==> src/rtl/wb_pkg.sv <==
// Shared types and helpers for the Wishbone classic initiator.
// Provides the FSM state type, the default bus widths and the timer-width helper.
package wb_pkg;

   typedef enum logic [1:0] {IDLE, BUS, RESP} wb_init_state_t;

   localparam int unsigned WB_ADR_W = 32;
   localparam int unsigned WB_DAT_W = 32;
   localparam int unsigned WB_SEL_W = 4;

   // Smallest width that can hold the value TIMEOUT, i.e. ceil(log2(TIMEOUT+1)).
   function automatic int unsigned clog2_timeout(input int unsigned timeout);
      int unsigned w;
      w = 1;
      while ((32'd1 << w) < (timeout + 32'd1)) begin
         w = w + 32'd1;
      end
      return w;
   endfunction

endpackage

==> src/rtl/wb_timeout_ctr.sv <==
// Bus-cycle watchdog: counts STB cycles and flags the last permitted one.
// Saturates at TIMEOUT-1 so it never wraps while a cycle is outstanding.
module wb_timeout_ctr
   import wb_pkg::*;
#(
   parameter int unsigned TIMEOUT = 255
) (
   input  logic clk,
   input  logic rst_n,
   input  logic clear,
   input  logic enable,
   output logic expired
);

   localparam int unsigned CW = clog2_timeout(TIMEOUT);
   localparam logic [CW-1:0] LAST = CW'(TIMEOUT - 1);

   logic [CW-1:0] count_q, count_d;

   always_comb begin
      count_d = count_q;
      if (clear) begin
         count_d = '0;
      end else if (enable && (count_q != LAST)) begin
         count_d = count_q + CW'(1);
      end
   end

   always_ff @(posedge clk or negedge rst_n) begin
      if (!rst_n) begin
         count_q <= '0;
      end else begin
         count_q <= count_d;
      end
   end

   assign expired = (count_q == LAST);

endmodule

==> src/rtl/wb_initiator.sv <==
// Wishbone B4 classic initiator: one command in, one single-beat bus cycle out,
// one response (read data or timeout error) back.
module wb_initiator
   import wb_pkg::*;
#(
   parameter int unsigned TIMEOUT = 255,
   parameter int unsigned ADR_W   = WB_ADR_W,
   parameter int unsigned DAT_W   = WB_DAT_W,
   parameter int unsigned SEL_W   = DAT_W / 8
) (
   input  logic             wb_clk_i,
   input  logic             wb_rst_ni,
   input  logic             cmd_valid,
   output logic             cmd_ready,
   input  logic             cmd_we,
   input  logic [ADR_W-1:0] cmd_adr,
   input  logic [DAT_W-1:0] cmd_dat,
   input  logic [SEL_W-1:0] cmd_sel,
   output logic             rsp_valid,
   input  logic             rsp_ready,
   output logic [DAT_W-1:0] rsp_dat,
   output logic             rsp_err,
   output logic             wbm_cyc_o,
   output logic             wbm_stb_o,
   output logic             wbm_we_o,
   output logic [SEL_W-1:0] wbm_sel_o,
   output logic [ADR_W-1:0] wbm_adr_o,
   output logic [DAT_W-1:0] wbm_dat_o,
   input  logic [DAT_W-1:0] wbm_dat_i,
   input  logic             wbm_ack_i,
   output logic             busy
);

   wb_init_state_t   state_q, state_d;
   logic             cyc_q, cyc_d;
   logic             we_q, we_d;
   logic [SEL_W-1:0] sel_q, sel_d;
   logic [ADR_W-1:0] adr_q, adr_d;
   logic [DAT_W-1:0] dat_q, dat_d;
   logic             rsp_valid_q, rsp_valid_d;
   logic [DAT_W-1:0] rsp_dat_q, rsp_dat_d;
   logic             rsp_err_q, rsp_err_d;
   logic             tmr_clear, tmr_enable, tmr_expired;

   wb_timeout_ctr #(
      .TIMEOUT(TIMEOUT)
   ) u_timeout_ctr (
      .clk    (wb_clk_i),
      .rst_n  (wb_rst_ni),
      .clear  (tmr_clear),
      .enable (tmr_enable),
      .expired(tmr_expired)
   );

   always_comb begin
      state_d     = state_q;
      cyc_d       = cyc_q;
      we_d        = we_q;
      sel_d       = sel_q;
      adr_d       = adr_q;
      dat_d       = dat_q;
      rsp_valid_d = rsp_valid_q;
      rsp_dat_d   = rsp_dat_q;
      rsp_err_d   = rsp_err_q;
      tmr_clear   = 1'b0;
      tmr_enable  = 1'b0;
      unique case (state_q)
         IDLE: begin
            if (cmd_valid) begin
               we_d      = cmd_we;
               sel_d     = cmd_sel;
               adr_d     = cmd_adr;
               dat_d     = cmd_dat;
               cyc_d     = 1'b1;
               tmr_clear = 1'b1;
               state_d   = BUS;
            end
         end
         BUS: begin
            // ACK is tested first so an ACK on the expiry edge completes normally.
            if (wbm_ack_i) begin
               cyc_d       = 1'b0;
               rsp_dat_d   = we_q ? '0 : wbm_dat_i;
               rsp_err_d   = 1'b0;
               rsp_valid_d = 1'b1;
               state_d     = RESP;
            end else if (tmr_expired) begin
               cyc_d       = 1'b0;
               rsp_dat_d   = '0;
               rsp_err_d   = 1'b1;
               rsp_valid_d = 1'b1;
               state_d     = RESP;
            end else begin
               tmr_enable = 1'b1;
            end
         end
         RESP: begin
            if (rsp_ready) begin
               rsp_valid_d = 1'b0;
               state_d     = IDLE;
            end
         end
         default: state_d = IDLE;
      endcase
   end

   always_ff @(posedge wb_clk_i or negedge wb_rst_ni) begin
      if (!wb_rst_ni) begin
         state_q     <= IDLE;
         cyc_q       <= 1'b0;
         we_q        <= 1'b0;
         sel_q       <= '0;
         adr_q       <= '0;
         dat_q       <= '0;
         rsp_valid_q <= 1'b0;
         rsp_dat_q   <= '0;
         rsp_err_q   <= 1'b0;
      end else begin
         state_q     <= state_d;
         cyc_q       <= cyc_d;
         we_q        <= we_d;
         sel_q       <= sel_d;
         adr_q       <= adr_d;
         dat_q       <= dat_d;
         rsp_valid_q <= rsp_valid_d;
         rsp_dat_q   <= rsp_dat_d;
         rsp_err_q   <= rsp_err_d;
      end
   end

   assign cmd_ready = (state_q == IDLE);
   assign busy      = (state_q != IDLE);
   assign wbm_cyc_o = cyc_q;
   assign wbm_stb_o = cyc_q;
   assign wbm_we_o  = we_q;
   assign wbm_sel_o = sel_q;
   assign wbm_adr_o = adr_q;
   assign wbm_dat_o = dat_q;
   assign rsp_valid = rsp_valid_q;
   assign rsp_dat   = rsp_dat_q;
   assign rsp_err   = rsp_err_q;

endmodule

==> config.mk <==
export PLATFORM = sky130hd
export DESIGN_NAME = wb_initiator
export DESIGN_NICKNAME = d
export VERILOG_FILES = /design/src/rtl/wb_pkg.sv /design/src/rtl/wb_timeout_ctr.sv /design/src/rtl/wb_initiator.sv
export SDC_FILE = /design/constraint.sdc
export NUM_CORES = 1
export LEC_CHECK = 0
export ABC_AREA = 1
export BUFFER_PORTS_ARGS = -buffer_cell sky130_fd_sc_hd__buf_2
export CAP_MARGIN = 10
export CORE_MARGIN = 10
export CORE_UTILIZATION = 47
export DETAILED_ROUTE_END_ITERATION = 8
export PLACE_DENSITY_LB_ADDON = 0.05
export SYNTH_ARGS = -nofsm -noshare
export SYNTH_HDL_FRONTEND = slang
export SYNTH_SLANG_ARGS = --single-unit
==> constraint.sdc <==
create_clock -name wb_clk_i -period 1.8 [get_ports wb_clk_i]
set_clock_uncertainty 0.1 [all_clocks]
set_input_delay 0.18 -clock wb_clk_i [delete_from_list [all_inputs] [get_ports wb_clk_i]]
set_output_delay 0.18 -clock wb_clk_i [all_outputs]
set_load 0.02 [all_outputs]
==> results.json <==
{
  "timing.rr.end": "rsp_dat[16]$_DFFE_PN0P_",
  "max_slew_margin": 0.7078,
  "min_period_over_period": 0.9175,
  "status": "finished clean",
  "track_usage": 0.2124,
  "fp.dieArea_um2": 14110,
  "synth_mux_area_frac": 0,
  "htree_num_levels": 4,
  "critPathLaunchType": "flop",
  "ir_drop_uv": 920.3,
  "rr_startpoint": "u_timeout_ctr.count_q[0]$_DFFE_PN0P_",
  "critPathTopFamily": "flip-flops",
  "area_growth_pct": 63.57,
  "cp.arrival_ps": 1370,
  "synth_area_um2": 4588,
  "yosys-top-cells-area": "dfrtp_1 62%, nand2_1 25%, o21ai_0 2.0%, buf_2 1.9%, o21ai_1 1.7%",
  "end_kind": "output pin",
  "power_w": 0.01268,
  "gp_congestion": 0.7924,
  "hold_viol_final": 0,
  "numCtsBuffers": 17,
  "synth_fa_ha_area_frac": 0.005454,
  "cts-root-buf": "clkbuf_8",
  "yosys.area_share.simple": 0.2795,
  "critPathMaxStageDelay_ps": 390,
  "antenna_found_initial": 0,
  "vias": 4584,
  "use_met3": 0.07282,
  "ys_ff_latch": 114,
  "gr-usage-met1": 0.2646,
  "worstRegToRegCells": 10,
  "cp_common_cell": "inv_1",
  "io_buffers": 212,
  "tns_ps": 0,
  "crit_required_ps": 1520,
  "rsz0062_at_grt": "false",
  "synth_xor_area_frac": 0,
  "insertion_delay_ps": 510,
  "chipHeight_um": 118.8,
  "initial_utilization": 0.4760,
  "drt_first_pass_iters": 5,
  "slew_viol_final": 0,
  "synth_top_cell_by_area": "dfrtp_1",
  "io_pins": 213,
  "cts.sinks": 114,
  "avgRoutedWirePerCell_um": 14.86,
  "dp_hpwl_um": 9615,
  "critPathBufInv": 3,
  "critPathSlowestCell": "dfrtp_1",
  "nets": 956,
  "overflow": 0,
  "cp.depth": 4,
  "crit_type": "flop to output pin",
  "r2r_setup_slack_ps": 190,
  "yosysSeqAreaShare": 0.6218,
  "synth-compound-area-share": 0.05018,
  "yosysWarnings": 0,
  "final_antenna_net_count": 0,
  "min_period_ps": 1652,
  "crit_fanout": 3,
  "rows": 36,
  "n_antenna_cell": 0,
  "synth_nets": 638,
  "drive_above_1_share": 0.3089,
  "top_usage_layer": "met2",
  "drt-total-wl_um": 14770,
  "dieWidth_um": 118.8,
  "cap_violations": 0,
  "drcViolationCount": 0,
  "startpoint": "state_q[1]$_DFFE_PN0P_",
  "p_leak_nw": 4.106,
  "cts.clk_slew.worst_paths_ps": 60,
  "p_per_area_nw_per_um2": 1690,
  "synth_top_family_by_area": "simple AND/OR/NAND/NOR gates",
  "worst_pin_slew_ps": 438.3,
  "grt_first_pass_wirelength_um": 24650,
  "syn_inst": 530,
  "cts_max_path_buffers": 2,
  "avgViaCountPerCell": 4.612,
  "fmax_mhz": 605.5,
  "use_met2": 0.3383,
  "cts_tree": "done",
  "avgSynthCellArea_um2": 8.657,
  "core-area_um2": 9639,
  "drt_iter0_drc": 335,
  "hold_class": "primary input to asynchronous set/reset pin",
  "grt_start_max_net_pins": 58,
  "finalSetupViolations": 0,
  "netlist.area_leader.share": 0.6218,
  "synth_cell_type_count": 20,
  "endpoint": "cmd_ready",
  "crit_chain": "inv_1 -> nand2_1 -> inv_1 -> buf_2",
  "grt_pass1_vias": 4747
}
==> timing repair <==
action / CTS / global route
setup buffers: 0 / 0
setup endpoints to repair: 0 / 3
hold buffers: 104 / 0
endpoints found under the hold margin: 218 / 0
gates resized for setup: 0 / 3
==> per-layer routing <==
metal  routed length (µm)  up-vias
met1                 6351     2123
met3                 1106       10
li1                     -     2273
met4                  184        0
met2                 7127      178
met5                    0        -
==> how the worst min path moves through the flow <==
stage                               endpoint       from  depth (start not counted)
floorplan             rsp_dat[0]$_DFFE_PN0P_  wb_rst_ni                          0
global placement    wbm_sel_o[0]$_DFFE_PN0P_  wb_rst_ni                          1
detailed placement  wbm_sel_o[0]$_DFFE_PN0P_  wb_rst_ni                          1
CTS                 wbm_sel_o[0]$_DFFE_PN0P_  wb_rst_ni                          2
global route        wbm_sel_o[0]$_DFFE_PN0P_  wb_rst_ni                          2
finish              wbm_sel_o[0]$_DFFE_PN0P_  wb_rst_ni                          2
==> cells in the mapped netlist, drive strengths merged <==
library cell / count
nand2: 305
dfrtp: 114
o21ai: 40
buf: 20
inv: 15
nor2: 13
nand3: 11
clkbuf: 7
ha: 2
nand4: 1
nor3b: 1
o31ai: 1
==> stage by stage <==
step                std cells  cell area [µm²]    util  setup WS [ps]  hold WS (ps)
CTS                       994             7497  0.7778          112.6         46.89
detailed placement        858             5824  0.6042          198.2         51.40
global route              994             7505  0.7786          16.64         103.0
finish                    994             7505  0.7786          148.5         78.14
global placement          858             5824  0.6042          245.5         49.43
floorplan                 530             4588       -          279.0        -215.6
==> worst reg2reg max path, cell delays in order, from the launching register on <==
cell	delay (ps)
dfrtp_1	430
inv_1	90
ha_1	140
nand2_1	60
nor2_1	80
nand2_1	80
nand2_1	80
nand2_2	90
buf_12	180
nand2_1	70
o21ai_0	80
==> cells in the final DEF, fill, tap and decap left out <==
cell type,instances
nor3b_1,1
o21ai_0,18
clkbuf_1,2
clkbuf_8,3
buf_2,211
nor2_4,2
clkinv_2,5
ha_1,2
clkinvlp_4,1
nor2_1,10
o31ai_1,1
dlygate4sd3_1,104
o21ai_2,6
buf_4,6
inv_1,14
nand3_1,10
nand3_2,1
buf_12,5
nor2_2,1
bufinv_16,5
dfrtp_1,114
nand2_1,302
inv_4,1
nand4_1,1
o21ai_1,16
nand2_4,1
clkbuf_16,16
nand2_2,2
==> layout make-up <==
class / count / area [µm²]
Timing Repair Buffer: 326 / 2242
Clock inverter: 11 / 182.7
Clock buffer: 21 / 449.2
Multi-Input combinational cell: 374 / 1553
Fill cell: 685 / 2135
Tap cell: 133 / 166.4
Inverter: 15 / 58.81
Sequential cell: 114 / 2853
==> report_power, final <==
| part | switching [W] | total, W | internal [W] |
|---|---|---|---|
| clock | 0.00112 | 0.00357 | 0.00245 |
| sequential | 0.000605 | 0.00423 | 0.00362 |
| combinational | 0.00326 | 0.00489 | 0.00163 |
==> cells by family (layout without fill, tap and decap cells) <==
family | Yosys count | count (layout)
compound gates | 41 | 41
simple gates | 331 | 331
buf+inv | 42 | 373
flops | 114 | 114
fa+ha+maj | 2 | 2
==> registers in the layout (all words and copies together), names as in the netlist <==
signal                 cells
wbm_adr_o                 32
wbm_we_o                   1
rsp_valid                  1
rsp_dat                   32
wbm_cyc_o                  1
wbm_dat_o                 32
state_q                    2
u_timeout_ctr.count_q      8
rsp_err                    1
wbm_sel_o                  4
Note: power is estimated with default switching activity, not from simulation.
